$ cat src/rtl/decode_stage_pkg.sv
`default_nettype none
// ============================================================================
//  Module      : decode_stage_pkg
//  Description : Shared encodings for the RV32I decode stage: next-PC select,
//                opcodes, ALU operations, writeback sources and immediate
//                formats.
//  Revision    : 1.0 - initial release
// ============================================================================
package decode_stage_pkg;

    // Next-PC select driven back to fetch
    localparam int PC_SEL_WIDTH = 2;
    localparam logic [PC_SEL_WIDTH-1:0] PC_SEL_PC4    = 2'd0;
    localparam logic [PC_SEL_WIDTH-1:0] PC_SEL_BRANCH = 2'd1;
    localparam logic [PC_SEL_WIDTH-1:0] PC_SEL_JAL    = 2'd2;
    localparam logic [PC_SEL_WIDTH-1:0] PC_SEL_JALR   = 2'd3;

    // RV32I major opcodes
    localparam logic [6:0] OPC_LUI    = 7'b0110111;
    localparam logic [6:0] OPC_AUIPC  = 7'b0010111;
    localparam logic [6:0] OPC_JAL    = 7'b1101111;
    localparam logic [6:0] OPC_JALR   = 7'b1100111;
    localparam logic [6:0] OPC_BRANCH = 7'b1100011;
    localparam logic [6:0] OPC_LOAD   = 7'b0000011;
    localparam logic [6:0] OPC_STORE  = 7'b0100011;
    localparam logic [6:0] OPC_OP_IMM = 7'b0010011;
    localparam logic [6:0] OPC_OP     = 7'b0110011;

    // ALU operations
    localparam int ALU_OP_WIDTH = 4;
    localparam logic [ALU_OP_WIDTH-1:0] ALU_OP_ADD    = 4'd0;
    localparam logic [ALU_OP_WIDTH-1:0] ALU_OP_SUB    = 4'd1;
    localparam logic [ALU_OP_WIDTH-1:0] ALU_OP_SLL    = 4'd2;
    localparam logic [ALU_OP_WIDTH-1:0] ALU_OP_SLT    = 4'd3;
    localparam logic [ALU_OP_WIDTH-1:0] ALU_OP_SLTU   = 4'd4;
    localparam logic [ALU_OP_WIDTH-1:0] ALU_OP_XOR    = 4'd5;
    localparam logic [ALU_OP_WIDTH-1:0] ALU_OP_SRL    = 4'd6;
    localparam logic [ALU_OP_WIDTH-1:0] ALU_OP_SRA    = 4'd7;
    localparam logic [ALU_OP_WIDTH-1:0] ALU_OP_OR     = 4'd8;
    localparam logic [ALU_OP_WIDTH-1:0] ALU_OP_AND    = 4'd9;
    localparam logic [ALU_OP_WIDTH-1:0] ALU_OP_PASS_B = 4'd10;

    // Writeback source
    localparam int WB_SEL_WIDTH = 2;
    localparam logic [WB_SEL_WIDTH-1:0] WB_SEL_ALU = 2'd0;
    localparam logic [WB_SEL_WIDTH-1:0] WB_SEL_MEM = 2'd1;
    localparam logic [WB_SEL_WIDTH-1:0] WB_SEL_PC4 = 2'd2;

    // Immediate formats
    typedef enum logic [2:0] {
        IMM_NONE = 3'd0,
        IMM_I    = 3'd1,
        IMM_S    = 3'd2,
        IMM_B    = 3'd3,
        IMM_U    = 3'd4,
        IMM_J    = 3'd5
    } imm_fmt_e;

    // Shared funct3 -> ALU op mapping for OP and OP-IMM; alt selects SUB/SRA
    function automatic logic [ALU_OP_WIDTH-1:0] alu_op_decode(input logic [2:0] funct3,
                                                              input logic       alt);
        logic [ALU_OP_WIDTH-1:0] op;
        case (funct3)
            3'd0:    op = alt ? ALU_OP_SUB : ALU_OP_ADD;
            3'd1:    op = ALU_OP_SLL;
            3'd2:    op = ALU_OP_SLT;
            3'd3:    op = ALU_OP_SLTU;
            3'd4:    op = ALU_OP_XOR;
            3'd5:    op = alt ? ALU_OP_SRA : ALU_OP_SRL;
            3'd6:    op = ALU_OP_OR;
            default: op = ALU_OP_AND;
        endcase
        return op;
    endfunction

endpackage
`default_nettype wire

$ cat src/rtl/decode_stage_regfile.sv
`default_nettype none
// ============================================================================
//  Module      : decode_stage_regfile
//  Description : 2-read / 1-write architectural register file. Reads are
//                combinational with write-through of the same-cycle
//                writeback; x0 always reads zero and ignores writes.
//  Ports       : clk, rst_n (sync, active-low, clears all entries)
//                i_rs1_addr/i_rs2_addr -> o_rs1_data/o_rs2_data
//                i_we, i_rd, i_wd      : write port
//  Revision    : 1.0 - initial release
// ============================================================================
module decode_stage_regfile #(
    parameter int XLEN  = 32,
    parameter int NREGS = 32,
    parameter int AW    = 5
) (
    input  logic            clk,
    input  logic            rst_n,
    input  logic [AW-1:0]   i_rs1_addr,
    input  logic [AW-1:0]   i_rs2_addr,
    output logic [XLEN-1:0] o_rs1_data,
    output logic [XLEN-1:0] o_rs2_data,
    input  logic            i_we,
    input  logic [AW-1:0]   i_rd,
    input  logic [XLEN-1:0] i_wd
);

    logic [XLEN-1:0] r_regs [NREGS];

    always_ff @(posedge clk) begin
        if (!rst_n) begin
            for (int i = 0; i < NREGS; i++) begin
                r_regs[i] <= '0;
            end
        end else if (i_we && (i_rd != '0)) begin
            r_regs[i_rd] <= i_wd;
        end
    end

    always_comb begin
        o_rs1_data = '0;
        if (i_rs1_addr != '0) begin
            o_rs1_data = (i_we && (i_rd == i_rs1_addr)) ? i_wd : r_regs[i_rs1_addr];
        end
    end

    always_comb begin
        o_rs2_data = '0;
        if (i_rs2_addr != '0) begin
            o_rs2_data = (i_we && (i_rd == i_rs2_addr)) ? i_wd : r_regs[i_rs2_addr];
        end
    end

endmodule
`default_nettype wire

$ cat src/rtl/decode_stage.sv
`default_nettype none
// ============================================================================
//  Module      : decode_stage
//  Description : ID stage of the 5-stage RV32I pipeline. Decodes the IF/ID
//                instruction, reads the register file, builds immediates,
//                resolves branches/JAL/JALR, detects hazards and registers
//                execute-stage control/data in the ID/EX register.
//  Ports       : clk, rst_n (sync, active-low)
//                pc_decode, instr_decode         : from IF/ID
//                pc_sel, br/jal/jalr_decode      : redirect to fetch
//                stall_if, flush_if              : fetch control
//                wb_we, wb_rd, wb_data           : writeback port
//                mem_rd, mem_reg_write, mem_mem_read, mem_alu_data : EX/MEM
//                *_ex                            : ID/EX register outputs
//  Revision    : 1.0 - initial release
// ============================================================================
module decode_stage
    import decode_stage_pkg::*;
#(
    parameter int XLEN  = 32,
    parameter int NREGS = 32
) (
    input  logic                    clk,
    input  logic                    rst_n,
    input  logic [XLEN-1:0]         pc_decode,
    input  logic [31:0]             instr_decode,
    output logic [PC_SEL_WIDTH-1:0] pc_sel,
    output logic [XLEN-1:0]         br_decode,
    output logic [XLEN-1:0]         jal_decode,
    output logic [XLEN-1:0]         jalr_decode,
    output logic                    stall_if,
    output logic                    flush_if,
    input  logic                    wb_we,
    input  logic [4:0]              wb_rd,
    input  logic [XLEN-1:0]         wb_data,
    input  logic [4:0]              mem_rd,
    input  logic                    mem_reg_write,
    input  logic                    mem_mem_read,
    input  logic [XLEN-1:0]         mem_alu_data,
    output logic [XLEN-1:0]         pc_ex,
    output logic [XLEN-1:0]         rs1_data_ex,
    output logic [XLEN-1:0]         rs2_data_ex,
    output logic [XLEN-1:0]         imm_ex,
    output logic [4:0]              rs1_ex,
    output logic [4:0]              rs2_ex,
    output logic [4:0]              rd_ex,
    output logic [ALU_OP_WIDTH-1:0] alu_op_ex,
    output logic                    alu_src_a_ex,
    output logic                    alu_src_b_ex,
    output logic                    mem_read_ex,
    output logic                    mem_write_ex,
    output logic                    reg_write_ex,
    output logic [2:0]              funct3_ex,
    output logic [WB_SEL_WIDTH-1:0] wb_sel_ex
);

    // ------------------------------------------------------------------
    // Instruction fields
    // ------------------------------------------------------------------
    logic [6:0] w_opcode;
    logic [4:0] w_rd;
    logic [4:0] w_rs1;
    logic [4:0] w_rs2;
    logic [2:0] w_funct3;
    logic [6:0] w_funct7;

    assign w_opcode = instr_decode[6:0];
    assign w_rd     = instr_decode[11:7];
    assign w_funct3 = instr_decode[14:12];
    assign w_rs1    = instr_decode[19:15];
    assign w_rs2    = instr_decode[24:20];
    assign w_funct7 = instr_decode[31:25];

    // ------------------------------------------------------------------
    // Control decode
    // ------------------------------------------------------------------
    logic                    w_legal;
    logic                    w_use_rs1;
    logic                    w_use_rs2;
    imm_fmt_e                w_imm_fmt;
    logic [ALU_OP_WIDTH-1:0] w_alu_op;
    logic                    w_alu_src_a;
    logic                    w_alu_src_b;
    logic                    w_mem_read;
    logic                    w_mem_write;
    logic                    w_reg_write;
    logic [WB_SEL_WIDTH-1:0] w_wb_sel;
    logic                    w_is_branch;
    logic                    w_is_jal;
    logic                    w_is_jalr;

    always_comb begin
        w_legal     = 1'b0;
        w_use_rs1   = 1'b0;
        w_use_rs2   = 1'b0;
        w_imm_fmt   = IMM_NONE;
        w_alu_op    = ALU_OP_ADD;
        w_alu_src_a = 1'b0;
        w_alu_src_b = 1'b0;
        w_mem_read  = 1'b0;
        w_mem_write = 1'b0;
        w_reg_write = 1'b0;
        w_wb_sel    = WB_SEL_ALU;
        w_is_branch = 1'b0;
        w_is_jal    = 1'b0;
        w_is_jalr   = 1'b0;

        case (w_opcode)
            OPC_LUI: begin
                w_legal     = 1'b1;
                w_imm_fmt   = IMM_U;
                w_alu_op    = ALU_OP_PASS_B;
                w_alu_src_b = 1'b1;
                w_reg_write = 1'b1;
            end
            OPC_AUIPC: begin
                w_legal     = 1'b1;
                w_imm_fmt   = IMM_U;
                w_alu_src_a = 1'b1;
                w_alu_src_b = 1'b1;
                w_reg_write = 1'b1;
            end
            OPC_JAL: begin
                w_legal     = 1'b1;
                w_is_jal    = 1'b1;
                w_imm_fmt   = IMM_J;
                w_alu_src_a = 1'b1;
                w_alu_src_b = 1'b1;
                w_reg_write = (w_rd != 5'd0);
                w_wb_sel    = WB_SEL_PC4;
            end
            OPC_JALR: begin
                w_legal     = (w_funct3 == 3'd0);
                w_is_jalr   = 1'b1;
                w_use_rs1   = 1'b1;
                w_imm_fmt   = IMM_I;
                w_alu_src_b = 1'b1;
                w_reg_write = (w_rd != 5'd0);
                w_wb_sel    = WB_SEL_PC4;
            end
            OPC_BRANCH: begin
                w_legal     = (w_funct3 != 3'd2) && (w_funct3 != 3'd3);
                w_is_branch = 1'b1;
                w_use_rs1   = 1'b1;
                w_use_rs2   = 1'b1;
                w_imm_fmt   = IMM_B;
            end
            OPC_LOAD: begin
                w_legal     = (w_funct3 != 3'd3) && (w_funct3 != 3'd6) && (w_funct3 != 3'd7);
                w_use_rs1   = 1'b1;
                w_imm_fmt   = IMM_I;
                w_alu_src_b = 1'b1;
                w_mem_read  = 1'b1;
                w_reg_write = 1'b1;
                w_wb_sel    = WB_SEL_MEM;
            end
            OPC_STORE: begin
                w_legal     = (w_funct3 <= 3'd2);
                w_use_rs1   = 1'b1;
                w_use_rs2   = 1'b1;
                w_imm_fmt   = IMM_S;
                w_alu_src_b = 1'b1;
                w_mem_write = 1'b1;
            end
            OPC_OP_IMM: begin
                // Shift-immediates constrain funct7; SRAI is the only alternate form
                if (w_funct3 == 3'd1)
                    w_legal = (w_funct7 == 7'h00);
                else if (w_funct3 == 3'd5)
                    w_legal = (w_funct7 == 7'h00) || (w_funct7 == 7'h20);
                else
                    w_legal = 1'b1;
                w_use_rs1   = 1'b1;
                w_imm_fmt   = IMM_I;
                w_alu_src_b = 1'b1;
                w_alu_op    = alu_op_decode(w_funct3, (w_funct3 == 3'd5) && w_funct7[5]);
                w_reg_write = 1'b1;
            end
            OPC_OP: begin
                w_legal     = (w_funct7 == 7'h00) ||
                              ((w_funct7 == 7'h20) && ((w_funct3 == 3'd0) || (w_funct3 == 3'd5)));
                w_use_rs1   = 1'b1;
                w_use_rs2   = 1'b1;
                w_alu_op    = alu_op_decode(w_funct3, w_funct7[5]);
                w_reg_write = 1'b1;
            end
            default: begin
                w_legal = 1'b0;
            end
        endcase

        // Illegal encodings (including the all-zero NOP) must neither stall
        // nor redirect; they simply become a bubble.
        if (!w_legal) begin
            w_use_rs1   = 1'b0;
            w_use_rs2   = 1'b0;
            w_is_branch = 1'b0;
            w_is_jal    = 1'b0;
            w_is_jalr   = 1'b0;
        end
    end

    // ------------------------------------------------------------------
    // Immediate generation
    // ------------------------------------------------------------------
    logic [XLEN-1:0] w_imm_i;
    logic [XLEN-1:0] w_imm_s;
    logic [XLEN-1:0] w_imm_b;
    logic [XLEN-1:0] w_imm_u;
    logic [XLEN-1:0] w_imm_j;
    logic [XLEN-1:0] w_imm;

    assign w_imm_i = XLEN'($signed(instr_decode[31:20]));
    assign w_imm_s = XLEN'($signed({instr_decode[31:25], instr_decode[11:7]}));
    assign w_imm_b = XLEN'($signed({instr_decode[31], instr_decode[7],
                                    instr_decode[30:25], instr_decode[11:8], 1'b0}));
    assign w_imm_u = XLEN'($signed({instr_decode[31:12], 12'b0}));
    assign w_imm_j = XLEN'($signed({instr_decode[31], instr_decode[19:12],
                                    instr_decode[20], instr_decode[30:21], 1'b0}));

    always_comb begin
        w_imm = '0;
        case (w_imm_fmt)
            IMM_I:   w_imm = w_imm_i;
            IMM_S:   w_imm = w_imm_s;
            IMM_B:   w_imm = w_imm_b;
            IMM_U:   w_imm = w_imm_u;
            IMM_J:   w_imm = w_imm_j;
            default: w_imm = '0;
        endcase
    end

    // ------------------------------------------------------------------
    // Register file and ID-stage forwarding
    // ------------------------------------------------------------------
    logic [XLEN-1:0] w_rf_rs1;
    logic [XLEN-1:0] w_rf_rs2;
    logic [XLEN-1:0] w_fwd_rs1;
    logic [XLEN-1:0] w_fwd_rs2;
    logic            w_mem_fwd_ok;

    decode_stage_regfile #(
        .XLEN  (XLEN),
        .NREGS (NREGS),
        .AW    (5)
    ) u_regfile (
        .clk        (clk),
        .rst_n      (rst_n),
        .i_rs1_addr (w_rs1),
        .i_rs2_addr (w_rs2),
        .o_rs1_data (w_rf_rs1),
        .o_rs2_data (w_rf_rs2),
        .i_we       (wb_we),
        .i_rd       (wb_rd),
        .i_wd       (wb_data)
    );

    // A load in EX/MEM has no data yet, so only ALU results are forwarded
    assign w_mem_fwd_ok = mem_reg_write && !mem_mem_read && (mem_rd != 5'd0);
    assign w_fwd_rs1    = (w_mem_fwd_ok && (mem_rd == w_rs1)) ? mem_alu_data : w_rf_rs1;
    assign w_fwd_rs2    = (w_mem_fwd_ok && (mem_rd == w_rs2)) ? mem_alu_data : w_rf_rs2;

    // ------------------------------------------------------------------
    // Hazard detection
    // ------------------------------------------------------------------
    logic w_ctrl_uses_rs;
    logic w_haz_load_use;
    logic w_haz_ex;
    logic w_haz_mem;

    assign w_ctrl_uses_rs = w_is_branch || w_is_jalr;

    assign w_haz_load_use = mem_read_ex && (rd_ex != 5'd0) &&
                            ((w_use_rs1 && (w_rs1 == rd_ex)) || (w_use_rs2 && (w_rs2 == rd_ex)));

    assign w_haz_ex       = w_ctrl_uses_rs && reg_write_ex && (rd_ex != 5'd0) &&
                            ((w_use_rs1 && (w_rs1 == rd_ex)) || (w_use_rs2 && (w_rs2 == rd_ex)));

    assign w_haz_mem      = w_ctrl_uses_rs && mem_mem_read && (mem_rd != 5'd0) &&
                            ((w_use_rs1 && (w_rs1 == mem_rd)) || (w_use_rs2 && (w_rs2 == mem_rd)));

    assign stall_if = rst_n && (w_haz_load_use || w_haz_ex || w_haz_mem);

    // ------------------------------------------------------------------
    // Branch resolution and redirect
    // ------------------------------------------------------------------
    logic                    w_br_taken;
    logic [XLEN-1:0]         w_jalr_sum;
    logic [PC_SEL_WIDTH-1:0] w_redirect;

    always_comb begin
        w_br_taken = 1'b0;
        case (w_funct3)
            3'd0:    w_br_taken = (w_fwd_rs1 == w_fwd_rs2);
            3'd1:    w_br_taken = (w_fwd_rs1 != w_fwd_rs2);
            3'd4:    w_br_taken = ($signed(w_fwd_rs1) <  $signed(w_fwd_rs2));
            3'd5:    w_br_taken = ($signed(w_fwd_rs1) >= $signed(w_fwd_rs2));
            3'd6:    w_br_taken = (w_fwd_rs1 <  w_fwd_rs2);
            3'd7:    w_br_taken = (w_fwd_rs1 >= w_fwd_rs2);
            default: w_br_taken = 1'b0;
        endcase
    end

    assign w_jalr_sum  = w_fwd_rs1 + w_imm_i;
    assign br_decode   = pc_decode + w_imm_b;
    assign jal_decode  = pc_decode + w_imm_j;
    assign jalr_decode = {w_jalr_sum[XLEN-1:1], 1'b0};

    always_comb begin
        w_redirect = PC_SEL_PC4;
        if (w_is_jal)
            w_redirect = PC_SEL_JAL;
        else if (w_is_jalr)
            w_redirect = PC_SEL_JALR;
        else if (w_is_branch && w_br_taken)
            w_redirect = PC_SEL_BRANCH;
    end

    // A stalled redirect is held off until the hazard clears
    assign pc_sel   = (!rst_n || stall_if) ? PC_SEL_PC4 : w_redirect;
    assign flush_if = (pc_sel != PC_SEL_PC4) && !stall_if;

    // ------------------------------------------------------------------
    // ID/EX register
    // ------------------------------------------------------------------
    // Branches are fully resolved here, so they carry nothing useful to EX
    logic w_bubble;
    assign w_bubble = stall_if || !w_legal || w_is_branch;

    always_ff @(posedge clk) begin
        if (!rst_n || w_bubble) begin
            pc_ex        <= '0;
            rs1_data_ex  <= '0;
            rs2_data_ex  <= '0;
            imm_ex       <= '0;
            rs1_ex       <= '0;
            rs2_ex       <= '0;
            rd_ex        <= '0;
            alu_op_ex    <= '0;
            alu_src_a_ex <= 1'b0;
            alu_src_b_ex <= 1'b0;
            mem_read_ex  <= 1'b0;
            mem_write_ex <= 1'b0;
            reg_write_ex <= 1'b0;
            funct3_ex    <= '0;
            wb_sel_ex    <= '0;
        end else begin
            pc_ex        <= pc_decode;
            rs1_data_ex  <= w_use_rs1 ? w_fwd_rs1 : '0;
            rs2_data_ex  <= w_use_rs2 ? w_fwd_rs2 : '0;
            imm_ex       <= w_imm;
            // Unused sources are zeroed so EX forwarding never matches them
            rs1_ex       <= w_use_rs1 ? w_rs1 : 5'd0;
            rs2_ex       <= w_use_rs2 ? w_rs2 : 5'd0;
            rd_ex        <= w_reg_write ? w_rd : 5'd0;
            alu_op_ex    <= w_alu_op;
            alu_src_a_ex <= w_alu_src_a;
            alu_src_b_ex <= w_alu_src_b;
            mem_read_ex  <= w_mem_read;
            mem_write_ex <= w_mem_write;
            reg_write_ex <= w_reg_write;
            funct3_ex    <= w_funct3;
            wb_sel_ex    <= w_wb_sel;
        end
    end

endmodule
`default_nettype wire

$ cat config.mk
export PLATFORM = sky130hd
export DESIGN_NAME = decode_stage
export DESIGN_NICKNAME = d
export VERILOG_FILES = /design/src/rtl/decode_stage_pkg.sv /design/src/rtl/decode_stage_regfile.sv /design/src/rtl/decode_stage.sv
export SDC_FILE = /design/constraint.sdc
export NUM_CORES = 2
export LEC_CHECK = 0
export CAP_MARGIN = 20
export CORE_ASPECT_RATIO = 1.4
export CORE_MARGIN = 8
export CORE_UTILIZATION = 60
export DETAILED_ROUTE_END_ITERATION = 10
export PLACE_DENSITY = 0.84
export SYNTH_ARGS = -nofsm -noshare
export SYNTH_HDL_FRONTEND = slang
export SYNTH_SLANG_ARGS = --single-unit
$ cat constraint.sdc
create_clock -name clk -period 10.3 [get_ports clk]
set_clock_uncertainty 0.15 [all_clocks]
set_input_delay 1.545 -clock clk [delete_from_list [all_inputs] [get_ports clk]]
set_output_delay 1.545 -clock clk [all_outputs]
set_load 0.01 [all_outputs]
==> metrics.csv <==
metric,value,unit
Core Region,107000,µm²
Worst Path Max Fanout,14,
clock share of power,35.1,%
Cell variety after synth,68,
maximum vdd drop,139,µV
Comb pwr share,19.1,%
Pins Over Slew Limit,0,
Post-CTS Setup Inserts,0,
routability congestion estimate,1.01,
Post-synth EDFFs,1024,
CP Capture Type,primary output,
sequential-to-total area share from yosys stat,52.4,%
Synth Register Bits,1180,
Worst path slowest cell,and3_2,
Net Sw Frac,27.6,%
ys flop type,edfxtp_1,
most frequent CP cell,a21oi_1,
Synth area leader,edfxtp_1,
mapped cell area,64600,µm²
DRC viols,0,
Area Growth Syn to Fin,16.1,%
buffers and inverters on the worst path,3,
number of warnings issued by yosys,0,
clk slew on worst S/H paths,60,ps
CTS tree,done,
setup_tns,0,ps
Final ANT Viol Nets,0,
drt pass-1 iters,7,
GR Util met1,43.8,%
CP peak stage delay,740,ps
io pins,400,
WS Path Type,primary input to primary output,
initial antenna violation count,48,
die area,119000,µm²
chip width,293,µm
setup violators final,0,
met2 Track Usage GR,60.8,%
crit-path cells,clkdlybuf4s50_1 > xor2_1 > nor4_1 > and3_2 > a21oi_1 > a21oi_1 > o21ai_0 > ha_1 > a21o_1 > a21oi_1 > o21bai_1 > a21oi_1 > o211ai_1 > a211oi_1 > buf_4 > o31ai_1 > o41ai_2 > o21ai_0 > nor2_1 > o21ai_0 > xor2_1 > clkdlybuf4s50_1,
Root Driver,clkbuf_16,
Core Rows,142,
TritonCTS buffer count,109,
Hold/Removal Path Class,register to register,
DRT Wirelength,247000,µm
GR Overflow Total,0,
synthesized netlist cell count,4621,
fin crit share,98.3,%
layout cells sized above 1,21.8,%
Peak Freq,98.8,MHz
maxcap violations,0,
"Min Clock Period, post-route",10120,ps
vias in the first global route,47588,
Max-slew headroom,18.2,%
gr usage total,40.7,%
top post-synthesis cells by area,"edfxtp_1, mux4_2, and2_1",
RSZ-0062 raised after global routing,no,
hold_buf cts,0,
IO Port Bufs,398,
grt met3 use,18.0,%
CTS sink count,1180,
routed length per placed instance,38.1,µm
status,"complete, no violations",
Sequential Power Share,45.8,%
DR iter-0 viols,8347,
initial core utilization,60.4,%
worst slew pin tran,1220,ps
CTS max path bufs,3,
H-tree levels,3,
Fin. Hold Viols,0,
PD cells,162,nW/µm²
P_leak,26.3,nW
overall power,12.1,mW
Skew-Pair Late Insertion Delay,760,ps
Worst Setup Start Kind,primary input,
nets@finish,5152,
global-route wire length before repair,340000,µm
Die Span Y,404,µm
Net Sw Power,3.35,mW
GRT busiest layer,met2,
Synth top area share,47.6,%
hpwl dp,155000,µm
internal cell power,8.78,mW
Worst EP arrival,8430,ps
syn_area_per_cell,14.0,µm²
CP top delay family,compound AO/OA/AOI/OAI gates,
largest net degree at the start of global routing,72,
Worst Path Required,8610,ps
Via Count,48163,
utilization after layout,70.2,%
asr flop ratio synth,0,%
via/cell ratio,7.41,
[metal layers]
metal  share of wire [%]  wire, µm
met1                  28     69400
met2                  44    109000
met3                  17     42500
met4                  11     26100
met5               0.045       111
[cells in the mapped netlist (4+ instances only)]
cell,n
nand3_1,28
buf_4,6
or3_1,9
o21ai_0,110
nand2b_1,12
nand4_1,17
clkbuf_1,354
nor4_1,14
buf_2,38
buf_1,45
edfxtp_1,1024
and3_1,16
o21a_1,11
o21bai_1,14
inv_1,40
mux2i_1,46
o21ai_1,5
a31oi_1,7
nor3_1,48
dfxtp_1,156
o31ai_1,7
o211ai_1,4
nor2_1,183
nor2b_1,50
mux4_2,632
a21oi_1,201
or2_2,4
a21boi_0,7
a22oi_1,37
and2_1,1008
a211oi_1,7
a21o_1,46
nand2_1,167
xor2_1,53
ha_1,105
xnor2_1,62
[cell usage in the layout, fill, tap and decap left out, types with 17 or more instances in the layout]
cell type        count
xnor2_1             62
clkdlybuf4s50_1    389
o21ai_0             79
clkbuf_16          112
a21oi_1            200
a21o_1              46
buf_4              159
a22oi_1             37
diode_2             62
nor3_1              48
ha_1               105
nand4_1             17
nand3_1             26
nor2_4              31
nand2_1            167
conb_1              33
dfxtp_1            156
mux4_2             632
nor2_1             152
clkinv_2            18
o21ai_4             32
inv_1               41
xor2_1              53
mux2i_1             46
buf_12              22
and2_1            1008
clkbuf_1            17
edfxtp_1          1024
nor2b_1             50
[path summary, 6_finish.rpt]
path | startpoint | to | slack, ps | cells past startpoint
min | wb_sel_ex[0] | wb_sel_ex[1] | 980 | 4
max reg2reg | rd_ex[1] | rs2_data_ex[3] | 6320 | 8
max | instr_decode[19] | jalr_decode[30] | 180 | 22
min reg2reg | wb_sel_ex[0] | wb_sel_ex[1] | 980 | 4
[flip-flops by register name (all words and copies together) (netlist names), 2 cells and up]
name and cells:
rs1_ex 5, u_regfile.r_regs 1024, rs1_data_ex 32, funct3_ex 3
wb_sel_ex 2, rs2_data_ex 32, alu_op_ex 4, pc_ex 32
rs2_ex 5, rd_ex 5, imm_ex 32
[metrics by stage]
| stage | instance area (µm²) | instances | worst slack, ps | hold slack (ps) |
|---|---|---|---|---|
| floorplan | 64800 | 4653 | 2050 | 717 |
| global placement | 71000 | 6222 | 596 | 964 |
| detailed placement | 71100 | 6224 | 540 | 946 |
| CTS | 74700 | 6429 | 541 | 964 |
| global route | 74900 | 6448 | 113 | 1050 |
| finish | 75000 | 6497 | 177 | 984 |
[cell type report]
class	count	area (µm²)
Antenna cell	62	155
Clock buffer	132	2900
Clock inverter	73	763
Fill cell	6754	31900
Inverter	42	163
Multi-Input combinational cell	2987	29600
Sequential cell	1180	33900
Tap cell	1440	1800
Timing Repair Buffer	581	5730
[worst register-to-register path: stages (launching register included)]
cell     delay (ps)
dfxtp_1         360
or4_1           530
nor2_1          110
a21oi_1          60
a32oi_1         290
nand2_1         260
nor2_1          240
nand3_2         770
nor2_1         1040
[cells by family after synthesis]
family	after synthesis	share of synthesized area, %
muxes	679	22.7
other	1	0.00580
adders and majority gates	108	2.13
and+or+nand+nor	1573	13.8
AOI/OAI and AO/OA	479	4.44
buffers and inverters	486	2.94
DFF	1180	52.4
xor gates and xnor gates	115	1.56
[repair_timing]
item / 4_1_cts / 5_1_grt
resized for setup: 0 / 1
setup endpoints to repair: 0 / 1
hold endpoints to repair: 0 / 0
[power groups by stage]
stage | registers, mW | clock network [mW] | logic (mW)
after floorplan | 5.60 | 0 | 1.30
after global placement | 5.61 | 0 | 2.20
after detailed placement | 5.64 | 0 | 2.22
after CTS | 5.54 | 4.22 | 2.24
after global routing | 5.57 | 4.38 | 2.38
final | 5.56 | 4.26 | 2.32
(Power assumes the default switching activity.)
